`config.mk`:
```
export PLATFORM = sky130hd
export DESIGN_NAME = overlay_box_writer
export DESIGN_NICKNAME = d
export VERILOG_FILES = /design/src/rtl/overlay_pkg.sv /design/src/rtl/overlay_span_mask.sv /design/src/rtl/overlay_box_writer.sv
export SDC_FILE = /design/constraint.sdc
export NUM_CORES = 1
export LEC_CHECK = 0
export CAP_MARGIN = 10
export CORE_MARGIN = 4
export CORE_UTILIZATION = 58
export CTS_BUF_LIST = sky130_fd_sc_hd__clkbuf_16
export DETAILED_ROUTE_END_ITERATION = 10
export PLACE_DENSITY = 0.83
export SLEW_MARGIN = 40
export SYNTH_ARGS = -nofsm -noshare
export SYNTH_HDL_FRONTEND = slang
export SYNTH_SLANG_ARGS = --single-unit
```
`constraint.sdc`:
```
create_clock -name clock -period 7.1 [get_ports clock]
set_input_delay 1.42 -clock clock [delete_from_list [all_inputs] [get_ports clock]]
set_output_delay 1.42 -clock clock [all_outputs]
set_load 0.01 [all_outputs]
```
`src/rtl/overlay_pkg.sv`:
```
// Shared constants for the overlay box writer: frame geometry defaults, dout field layout,
// and FSM state encodings.
package overlay_pkg;

    localparam int unsigned FRAME_W_DEF   = 800;
    localparam int unsigned FRAME_H_DEF   = 600;
    localparam int unsigned BUF1_BASE_DEF = 120000;

    localparam int unsigned LANES    = 4;
    localparam int unsigned MASK_LSB = 50;
    localparam int unsigned ADDR_LSB = 32;

    localparam logic [1:0] StIdle   = 2'd0;
    localparam logic [1:0] StTop    = 2'd1;
    localparam logic [1:0] StBottom = 2'd2;
    localparam logic [1:0] StSides  = 2'd3;

endpackage

```
`src/rtl/overlay_span_mask.sv`:
```
// Byte-lane write mask for one word of a horizontal span: trims leading lanes on the
// first word and trailing lanes on the last word.
module overlay_span_mask
    import overlay_pkg::*;
(
    input  logic [1:0]       first_lane_i,
    input  logic [1:0]       last_lane_i,
    input  logic             is_first_i,
    input  logic             is_last_i,
    output logic [LANES-1:0] mask_o
);

    always_comb begin
        mask_o = 4'hF;
        if (is_first_i) mask_o = mask_o & (4'hF << first_lane_i);
        if (is_last_i)  mask_o = mask_o & (4'hF >> (2'd3 - last_lane_i));
    end

endmodule

```
`src/rtl/overlay_box_writer.sv`:
```
// Draws a 1-pixel rectangle outline into a packed 8bpp frame buffer as masked word writes.
// Define OVERLAY_BOX_CLIP_EN to clip the outline against FRAME_W x FRAME_H.
module overlay_box_writer
    import overlay_pkg::*;
#(
    parameter int unsigned FRAME_W   = FRAME_W_DEF,
    parameter int unsigned FRAME_H   = FRAME_H_DEF,
    parameter int unsigned BUF1_BASE = BUF1_BASE_DEF
) (
    input  logic        clock,
    input  logic        reset,
    input  logic        box_valid,
    output logic        box_ready,
    input  logic [9:0]  box_x,
    input  logic [9:0]  box_y,
    input  logic [9:0]  box_w,
    input  logic [9:0]  box_h,
    input  logic [7:0]  box_color,
    input  logic        buffer_sel,
    output logic [53:0] dout,
    output logic        valid,
    input  logic        ready,
    output logic        busy
);

    localparam logic [10:0] FrameW       = 11'(FRAME_W);
    localparam logic [10:0] FrameH       = 11'(FRAME_H);
    localparam logic [17:0] WordsPerLine = 18'(FRAME_W / 4);
    localparam logic [17:0] Buf1Base     = 18'(BUF1_BASE);

    // Row start in words as a constant shift-add sum (800 px -> y<<7 + y<<6 + y<<3).
    function automatic logic [17:0] row_words(input logic [10:0] row);
        logic [17:0] acc;
        acc = '0;
        for (int i = 0; i < 18; i++) begin
            if (WordsPerLine[i]) acc = acc + (18'(row) << i);
        end
        return acc;
    endfunction

    logic [1:0]  state_q, state_d;
    logic [9:0]  x_q, y_q, w_q, h_q;
    logic [7:0]  color_q;
    logic        buf_q;
    logic [8:0]  word_q, word_d;
    logic [10:0] row_q, row_d;
    logic        side_q, side_d;
    logic        valid_q, valid_d;
    logic [53:0] dout_q, dout_d;

    logic [10:0] x_end, y_end, span_end, sides_lim, beat_row, side_px;
    logic        empty, do_bottom, do_right;
    logic [8:0]  beat_word;
    logic [1:0]  lane_first, lane_last;
    logic        is_first, is_last, last_word_hit;
    logic [3:0]  beat_mask;
    logic [17:0] beat_addr;
    logic        beat_vld, can_load, load, accept;

    assign box_ready = (state_q == StIdle) & ~reset;
    assign accept    = box_valid & box_ready;
    assign can_load  = ~valid_q | ready;
    assign load      = beat_vld & can_load;

    always_comb begin
        x_end = {1'b0, x_q} + {1'b0, w_q} - 11'd1;
        y_end = {1'b0, y_q} + {1'b0, h_q} - 11'd1;
`ifdef OVERLAY_BOX_CLIP_EN
        empty     = (w_q == '0) || (h_q == '0) || ({1'b0, x_q} >= FrameW) ||
                    ({1'b0, y_q} >= FrameH);
        span_end  = (x_end >= FrameW) ? FrameW - 11'd1 : x_end;
        do_bottom = (h_q > 10'd1) && (y_end < FrameH);
        do_right  = (w_q > 10'd1) && (x_end < FrameW);
        sides_lim = (y_end < FrameH) ? y_end : FrameH;
`else
        empty     = (w_q == '0) || (h_q == '0);
        span_end  = x_end;
        do_bottom = (h_q > 10'd1);
        do_right  = (w_q > 10'd1);
        sides_lim = y_end;
`endif
    end

    always_comb begin
        side_px       = side_q ? x_end : {1'b0, x_q};
        last_word_hit = (word_q == span_end[10:2]);
        if (state_q == StSides) begin
            beat_row   = row_q;
            beat_word  = side_px[10:2];
            lane_first = side_px[1:0];
            lane_last  = side_px[1:0];
            is_first   = 1'b1;
            is_last    = 1'b1;
        end else begin
            beat_row   = (state_q == StBottom) ? y_end : {1'b0, y_q};
            beat_word  = word_q;
            lane_first = x_q[1:0];
            lane_last  = span_end[1:0];
            is_first   = (word_q == {1'b0, x_q[9:2]});
            is_last    = last_word_hit;
        end
    end

    overlay_span_mask u_span_mask (
        .first_lane_i (lane_first),
        .last_lane_i  (lane_last),
        .is_first_i   (is_first),
        .is_last_i    (is_last),
        .mask_o       (beat_mask)
    );

    assign beat_addr = (buf_q ? Buf1Base : 18'd0) + row_words(beat_row) + 18'(beat_word);

    always_comb begin
        state_d  = state_q;
        word_d   = word_q;
        row_d    = row_q;
        side_d   = side_q;
        beat_vld = 1'b0;
        case (state_q)
            StIdle: begin
                if (accept) begin
                    state_d = StTop;
                    word_d  = {1'b0, box_x[9:2]};
                end
            end
            StTop: begin
                if (empty) begin
                    state_d = StIdle;
                end else begin
                    beat_vld = 1'b1;
                    if (can_load && last_word_hit) begin
                        state_d = StBottom;
                        word_d  = {1'b0, x_q[9:2]};
                    end else if (can_load) begin
                        word_d = word_q + 9'd1;
                    end
                end
            end
            StBottom: begin
                if (!do_bottom || (can_load && last_word_hit)) begin
                    beat_vld = do_bottom;
                    state_d  = StSides;
                    row_d    = {1'b0, y_q} + 11'd1;
                    side_d   = 1'b0;
                end else begin
                    beat_vld = 1'b1;
                    if (can_load) word_d = word_q + 9'd1;
                end
            end
            default: begin
                if (row_q >= sides_lim) begin
                    state_d = StIdle;
                end else begin
                    beat_vld = 1'b1;
                    if (can_load && !side_q && do_right) begin
                        side_d = 1'b1;
                    end else if (can_load) begin
                        side_d = 1'b0;
                        row_d  = row_q + 11'd1;
                        // Leave straight from the last side write so busy drops on its transfer.
                        if (row_q + 11'd1 >= sides_lim) state_d = StIdle;
                    end
                end
            end
        endcase
    end

    always_comb begin
        valid_d = valid_q;
        dout_d  = dout_q;
        if (load) begin
            valid_d                 = 1'b1;
            dout_d[MASK_LSB +: 4]   = beat_mask;
            dout_d[ADDR_LSB +: 18]  = beat_addr;
            dout_d[31:0]            = {4{color_q}};
        end else if (ready) begin
            valid_d = 1'b0;
        end
    end

    always_ff @(posedge clock) begin
        if (reset) begin
            state_q <= StIdle;
            x_q     <= '0;
            y_q     <= '0;
            w_q     <= '0;
            h_q     <= '0;
            color_q <= '0;
            buf_q   <= 1'b0;
            word_q  <= '0;
            row_q   <= '0;
            side_q  <= 1'b0;
            valid_q <= 1'b0;
            dout_q  <= '0;
        end else begin
            state_q <= state_d;
            word_q  <= word_d;
            row_q   <= row_d;
            side_q  <= side_d;
            valid_q <= valid_d;
            dout_q  <= dout_d;
            if (accept) begin
                x_q     <= box_x;
                y_q     <= box_y;
                w_q     <= box_w;
                h_q     <= box_h;
                color_q <= box_color;
                buf_q   <= buffer_sel;
            end
        end
    end

    assign dout  = dout_q;
    assign valid = valid_q;
    assign busy  = (state_q != StIdle) | valid_q;

endmodule

```
==> impl_metrics.env, run 1 <==
export IMPL_multi_input_area_mm2=0.005992
export IMPL_ys_seq_area_frac=0.2286
export IMPL_ant_nets=0
export IMPL_nFillCells=1282
export IMPL_irDropWorstVdd_mv=0.1644
export IMPL_ys_warn_count=0
export IMPL_yosysMostFrequentCell="inv_1"
export IMPL_drt_iter0_markers=667
export IMPL_rr_worst_depth=25
export IMPL_drive_gt1_frac=0.06206
export IMPL_gp_congestion=0.9727
export IMPL_hold_buffers=0
export IMPL_track_usage=0.2531
export IMPL_clock_root_buffer="clkbuf_16"
export IMPL_h_tree_depth=3
export IMPL_critPathSlowestCell="a2111oi_0"
export IMPL_p_per_area_mw_per_mm2=315.9
export IMPL_slew_viol_final=0
export IMPL_max_stage_delay_ns=0.59
export IMPL_cts_resized=0
export IMPL_cp_max_fo=4
export IMPL_ios=110
export IMPL_hold_violations=0
export IMPL_die_area_mm2=0.01761
export IMPL_clock_latency_ns=0.36
export IMPL_synth_nets=1252
export IMPL_initial_core_util=0.5933
export IMPL_core_area_mm2=0.01520
export IMPL_critical_path_top_delay_family="adder cells"
export IMPL_cp_arrival_ns=6.29
export IMPL_diodes=0
export IMPL_placed_cell_area_mm2=0.009888
export IMPL_fp_dieH_um=132.7
export IMPL_grt_max_degree=73
export IMPL_synth_ff_type="dfxtp_1"
export IMPL_grt_antenna_before_repair=0
export IMPL_postSynthRegisterBits=103
export IMPL_drt_wl_total_mm=22.41
export IMPL_clkSlewWorstSetupHoldPaths_ns=0.07
export IMPL_cts_buffers_inserted=9
export IMPL_endpoint_kind="flop"
export IMPL_drv_cap=0
export IMPL_worstHoldStart="color_q[7]"
export IMPL_holdPathEnd="color_q[7]"
export IMPL_synthArstFlopShare=0
export IMPL_r2r_start="y_q[1]"
export IMPL_vias=7753
export IMPL_dp_hpwl_mm=17.13
export IMPL_netlist_instances=1078
export IMPL_synthTopCellsByCount="inv_1 (116), dfxtp_1 (103), nand2_1 (102)"
export IMPL_fin_cells=1316
export IMPL_clock_sinks=103
export IMPL_hold_class="flop to flop"
export IMPL_max_freq_mhz=166.4
export IMPL_drtPass1Iterations=5
export IMPL_viasPerCell=5.891
export IMPL_power_w=0.003239
export IMPL_path_buf_inv=4
export IMPL_postSynthAreaPerCell_um2=8.367
export IMPL_cp_required_ns=7.38
export IMPL_critPathLaunchType="flop"
export IMPL_dp_cells=1299
export IMPL_leakage_nw=4.357
export IMPL_cts_buffer_depth=2
export IMPL_setup_viol=0
export IMPL_synth_top_cell_area_share=0.2286
export IMPL_syn_area_mm2=0.009020
export IMPL_cts_tree="built"
export IMPL_path_class="flop to flop"
export IMPL_nets=1297
export IMPL_portBuffers=109
export IMPL_hold_depth=2
export IMPL_fin_skew_ns=0.01077
export IMPL_grt_pass1_wl_mm=36.88
export IMPL_cts_setup_buffers=0
export IMPL_grt_overflow=0
export IMPL_seqCellArea_mm2=0.002062
export IMPL_first_global_vias=7381
export IMPL_placementRows=45
export IMPL_fin_crit_ns=6.008
export IMPL_status="completed"
export IMPL_yosysTopAreaCell="dfxtp_1"
export IMPL_rsz0062_at_grt="false"
export IMPL_worst_r2r_setup_slack_ns=1.09
export IMPL_tightest_slew_ns=0.8036
export IMPL_fin_tns_setup_ns=0
export IMPL_yosys_cell_types_count=82
export IMPL_fin_crit_sh=0.8462
export IMPL_area_growth_pct=13.69
export IMPL_stdcell_area_mm2=0.01025
export IMPL_wl_per_cell_um=17.03
export IMPL_synth_area_leaders="dfxtp_1 (23%), ha_1 (14%), mux2i_1 (5.0%)"
export IMPL_synth_edf_count=0
export IMPL_drc_errors=0
export IMPL_reg2reg_to="dout[49]"
export IMPL_die_x_um=132.7
export IMPL_slew_headroom=0.4635
-- worst max path at each step --
stage                           from  endpoint  slack [ns]  cells after the start
after floorplan           state_q[0]  dout[49]        1.67                     21
after global placement        y_q[1]  dout[49]        1.33                     25
after detailed placement      y_q[1]  dout[49]        1.14                     25
after CTS                     y_q[1]  dout[49]        1.08                     25
after global routing          y_q[2]  dout[49]        0.67                     26
final                         y_q[1]  dout[49]        1.09                     25
-- state kept, by name, indices dropped and copies added (netlist names), 8 cells and up --
register	cells
x_q	10
word_q	9
color_q	8
y_q	10
row_q	11
h_q	10
w_q	10
dout	30
-- layout make-up --
| type | count | share of cell area |
|---|---|---|
| Sequential cell | 103 | 0.2011 |
| Tap cell | 188 | 0.02294 |
| Clock buffer | 9 | 0.02196 |
| Inverter | 116 | 0.04246 |
| Clock inverter | 7 | 0.01086 |
| Timing Repair Buffer | 117 | 0.1164 |
| Multi-Input combinational cell | 776 | 0.5843 |
-- cell families (layout without fill, tap and decap cells) --
kind of cell	Yosys count	in the layout	synth area share
and+or+nand+nor	297	297	0.1559
AOI/OAI and AO/OA	237	237	0.1878
buffers and inverters	199	249	0.1090
adders and majority gates	121	121	0.1845
DFF	103	103	0.2286
xor gates and xnor gates	66	66	0.07088
muxes	55	55	0.06325
-- where the power goes --
part | switching [W] | internal, W | total, W | leakage (nW)
clock | 0.000233 | 0.000343 | 0.000575 | 0.163
combinational | 0.00101 | 0.000868 | 0.00187 | 3.35
sequential | 0.000117 | 0.000673 | 0.000790 | 0.843
total | 0.00136 | 0.00188 | 0.00324 | 4.36
-- placed cells by master, fill, tap and decap left out, drive strengths merged, types with 39 or more instances in the layout --
cell type / Yosys / final
xnor2: 45 / 45
mux2i: 45 / 45
clkdlybuf4s50: 0 / 108
nor2: 80 / 80
a21oi: 52 / 52
o21ai: 39 / 39
dfxtp: 103 / 103
ha: 101 / 101
o31ai: 46 / 46
nand2: 102 / 102
inv: 116 / 116
-- through the flow --
step           hold slack, ns  utilization  worst slack (ns)
6_report               0.4745       0.6746             1.092
3_3_place_gp           0.4622       0.6475             1.332
4_1_cts                0.4773       0.6726             1.078
5_1_grt                0.5102       0.6746            0.6652
2_1_floorplan          0.4489            -             1.670
3_5_place_dp           0.4658       0.6505             1.136
-- metal layers --
metal / share of wire / GRT usage / up-vias
li1: - / - / 3804
met1: 0.45 / 0.3476 / 3614
met2: 0.46 / 0.4101 / 304
met3: 0.071 / 0.04221 / 31
met4: 0.020 / 0.07621 / 0
met5: 0 / 0 / -
-- worst min-delay path, cell delays in order, from the launching register on --
cell      delay (ns)
dfxtp_1         0.31
nand2b_1        0.06
o21ai_0         0.06
Power figures use the tool's default switching activity.
==> inputs of run 2 (changes only) <==
==> constraint.sdc (replaced) <==
create_clock -name clock -period 5.7 [get_ports clock]
set_input_delay 1.14 -clock clock [delete_from_list [all_inputs] [get_ports clock]]
set_output_delay 1.14 -clock clock [all_outputs]
set_load 0.01 [all_outputs]
==> run 2 against run 1 <==
Via count about the same. Maximum frequency increased by 8.9%. Global-route usage is 0.57 points lower. Largest power group unchanged.
==> impl_metrics.env, run 2 (same netlist as run 1, synthesis figures left out) <==
export IMPL_largest_reg_flops=30
export IMPL_cts_buffer_depth=2
export IMPL_fp_dieH_um=132.7
export IMPL_cts_buffers_inserted=9
export IMPL_worstHoldStart="color_q[6]"
export IMPL_max_freq_mhz=181.2
export IMPL_first_global_vias=7401
export IMPL_drt_wl_total_mm=22.16
export IMPL_fin_crit_sh=0.9682
export IMPL_clock_sinks=103
export IMPL_path_buf_inv=4
export IMPL_critical_path_top_delay_family="adder cells"
export IMPL_drv_cap=0
export IMPL_worst_r2r_setup_slack_ns=0.18
export IMPL_placementRows=45
export IMPL_hold_class="flop to flop"
export IMPL_h_tree_depth=3
export IMPL_cp_required_ns=5.93
export IMPL_p_per_area_mw_per_mm2=391.1
export IMPL_critPathSlowestCell="fa_1"
export IMPL_path_class="flop to flop"
export IMPL_viasPerCell=5.819
export IMPL_clock_root_buffer="clkbuf_16"
export IMPL_cts_tree="built"
export IMPL_fin_skew_ns=0.009767
export IMPL_drc_errors=0
export IMPL_hold_depth=2
export IMPL_ant_nets=0
export IMPL_grt_max_degree=90
export IMPL_fin_crit_ns=5.519
export IMPL_leakage_nw=4.437
export IMPL_reg2reg_to="dout[48]"
export IMPL_tightest_slew_ns=0.7817
export IMPL_cp_max_fo=3
export IMPL_setup_slack_ns=0.1811
export IMPL_wl_per_cell_um=16.64
export IMPL_preCtsSetupSlack_ns=-0.1667
export IMPL_max_stage_delay_ns=0.50
export IMPL_track_usage=0.2475
export IMPL_drive_gt1_frac=0.09091
export IMPL_slew_headroom=0.4778
export IMPL_grt_antenna_before_repair=0
export IMPL_endpoint_kind="flop"
export IMPL_holdPathEnd="color_q[6]"
export IMPL_irDropWorstVdd_mv=0.2605
export IMPL_dp_hpwl_mm=16.57
export IMPL_grt_pass1_wl_mm=36.06
export IMPL_final_cell_mix="inv_1 (116), clkdlybuf4s50_1 (108), dfxtp_1 (103)"
export IMPL_status="completed"
export IMPL_slew_viol_final=0
export IMPL_ios=110
export IMPL_rr_worst_depth=26
export IMPL_vias=7751
export IMPL_layout_commonest_cell="inv_1"
export IMPL_core_area_mm2=0.01520
export IMPL_utilization=0.6855
export IMPL_hold_violations=0
export IMPL_die_area_mm2=0.01761
export IMPL_initial_core_util=0.5933
export IMPL_clkSlewWorstSetupHoldPaths_ns=0.08
export IMPL_area_growth_pct=15.54
export IMPL_nFillCells=1164
export IMPL_nets=1313
export IMPL_clock_latency_ns=0.37
export IMPL_die_x_um=132.7
export IMPL_portBuffers=109
export IMPL_r2r_start="y_q[1]"
export IMPL_setup_viol=0
export IMPL_critPathLaunchType="flop"
export IMPL_drtPass1Iterations=5
export IMPL_cp_arrival_ns=5.75
export IMPL_drt_iter0_markers=496
export IMPL_power_w=0.004076
export IMPL_gp_congestion=0.8673
export IMPL_grt_overflow=0
export IMPL_diodes=0
export IMPL_whs_ns=0.4827
run 2: final cells by class:
| class | count | area [um2] | area share |
|---|---|---|---|
| clock buffer | 9 | 225.2 | 0.02161 |
| clock inverter | 7 | 78.83 | 0.007564 |
| inverter | 116 | 435.4 | 0.04178 |
| multi-input combinational | 776 | 6075 | 0.5829 |
| sequential | 103 | 2062 | 0.1979 |
| tap | 188 | 235.2 | 0.02257 |
| timing repair buffer | 133 | 1310 | 0.1257 |
run 2: tightest hold or removal path: stages (launching register included):
cell,delay (ns)
dfxtp_1,0.31
nand2b_1,0.06
o21ai_0,0.06
run 2: worst max-delay path by stage:
stage | from | end | cells past startpoint
final | y_q[1] | dout[48] | 26
after global routing | y_q[1] | dout[49] | 24
after CTS | y_q[1] | dout[49] | 24
after detailed placement | y_q[1] | dout[49] | 24
after global placement | y_q[1] | dout[49] | 24
after floorplan | state_q[0] | dout[49] | 21
run 2: per-stage QoR:
step | TNS [ns] | instance area (um2) | instances
after detailed placement | -0.1667 | 10000 | 1313
after CTS | 0 | 10310 | 1329
after global routing | -0.09709 | 10420 | 1332
final | 0 | 10420 | 1332
after floorplan | 0 | 9020 | 1078
after global placement | -0.03591 | 9961 | 1311
run 2: repair_timing:
action,CTS,global route
setup endpoints to repair,2,5
hold buffers,0,0
pin swaps,0,7
setup buffers,0,3
cloned,0,0
gates resized for setup,2,23
run 2: routing by layer:
metal / part of all wire / track usage
met5: 0 / 0
met4: 0.028 / 0.08891
met3: 0.070 / 0.04601
met1: 0.45 / 0.3374
met2: 0.45 / 0.3934
run 2: report_power, final:
part | leakage, nW | internal [W] | switching [W]
registers | 0.843 | 0.000838 | 0.000130
clock network | 0.150 | 0.000346 | 0.000315
logic | 3.44 | 0.00114 | 0.00130
total | 4.44 | 0.00233 | 0.00175
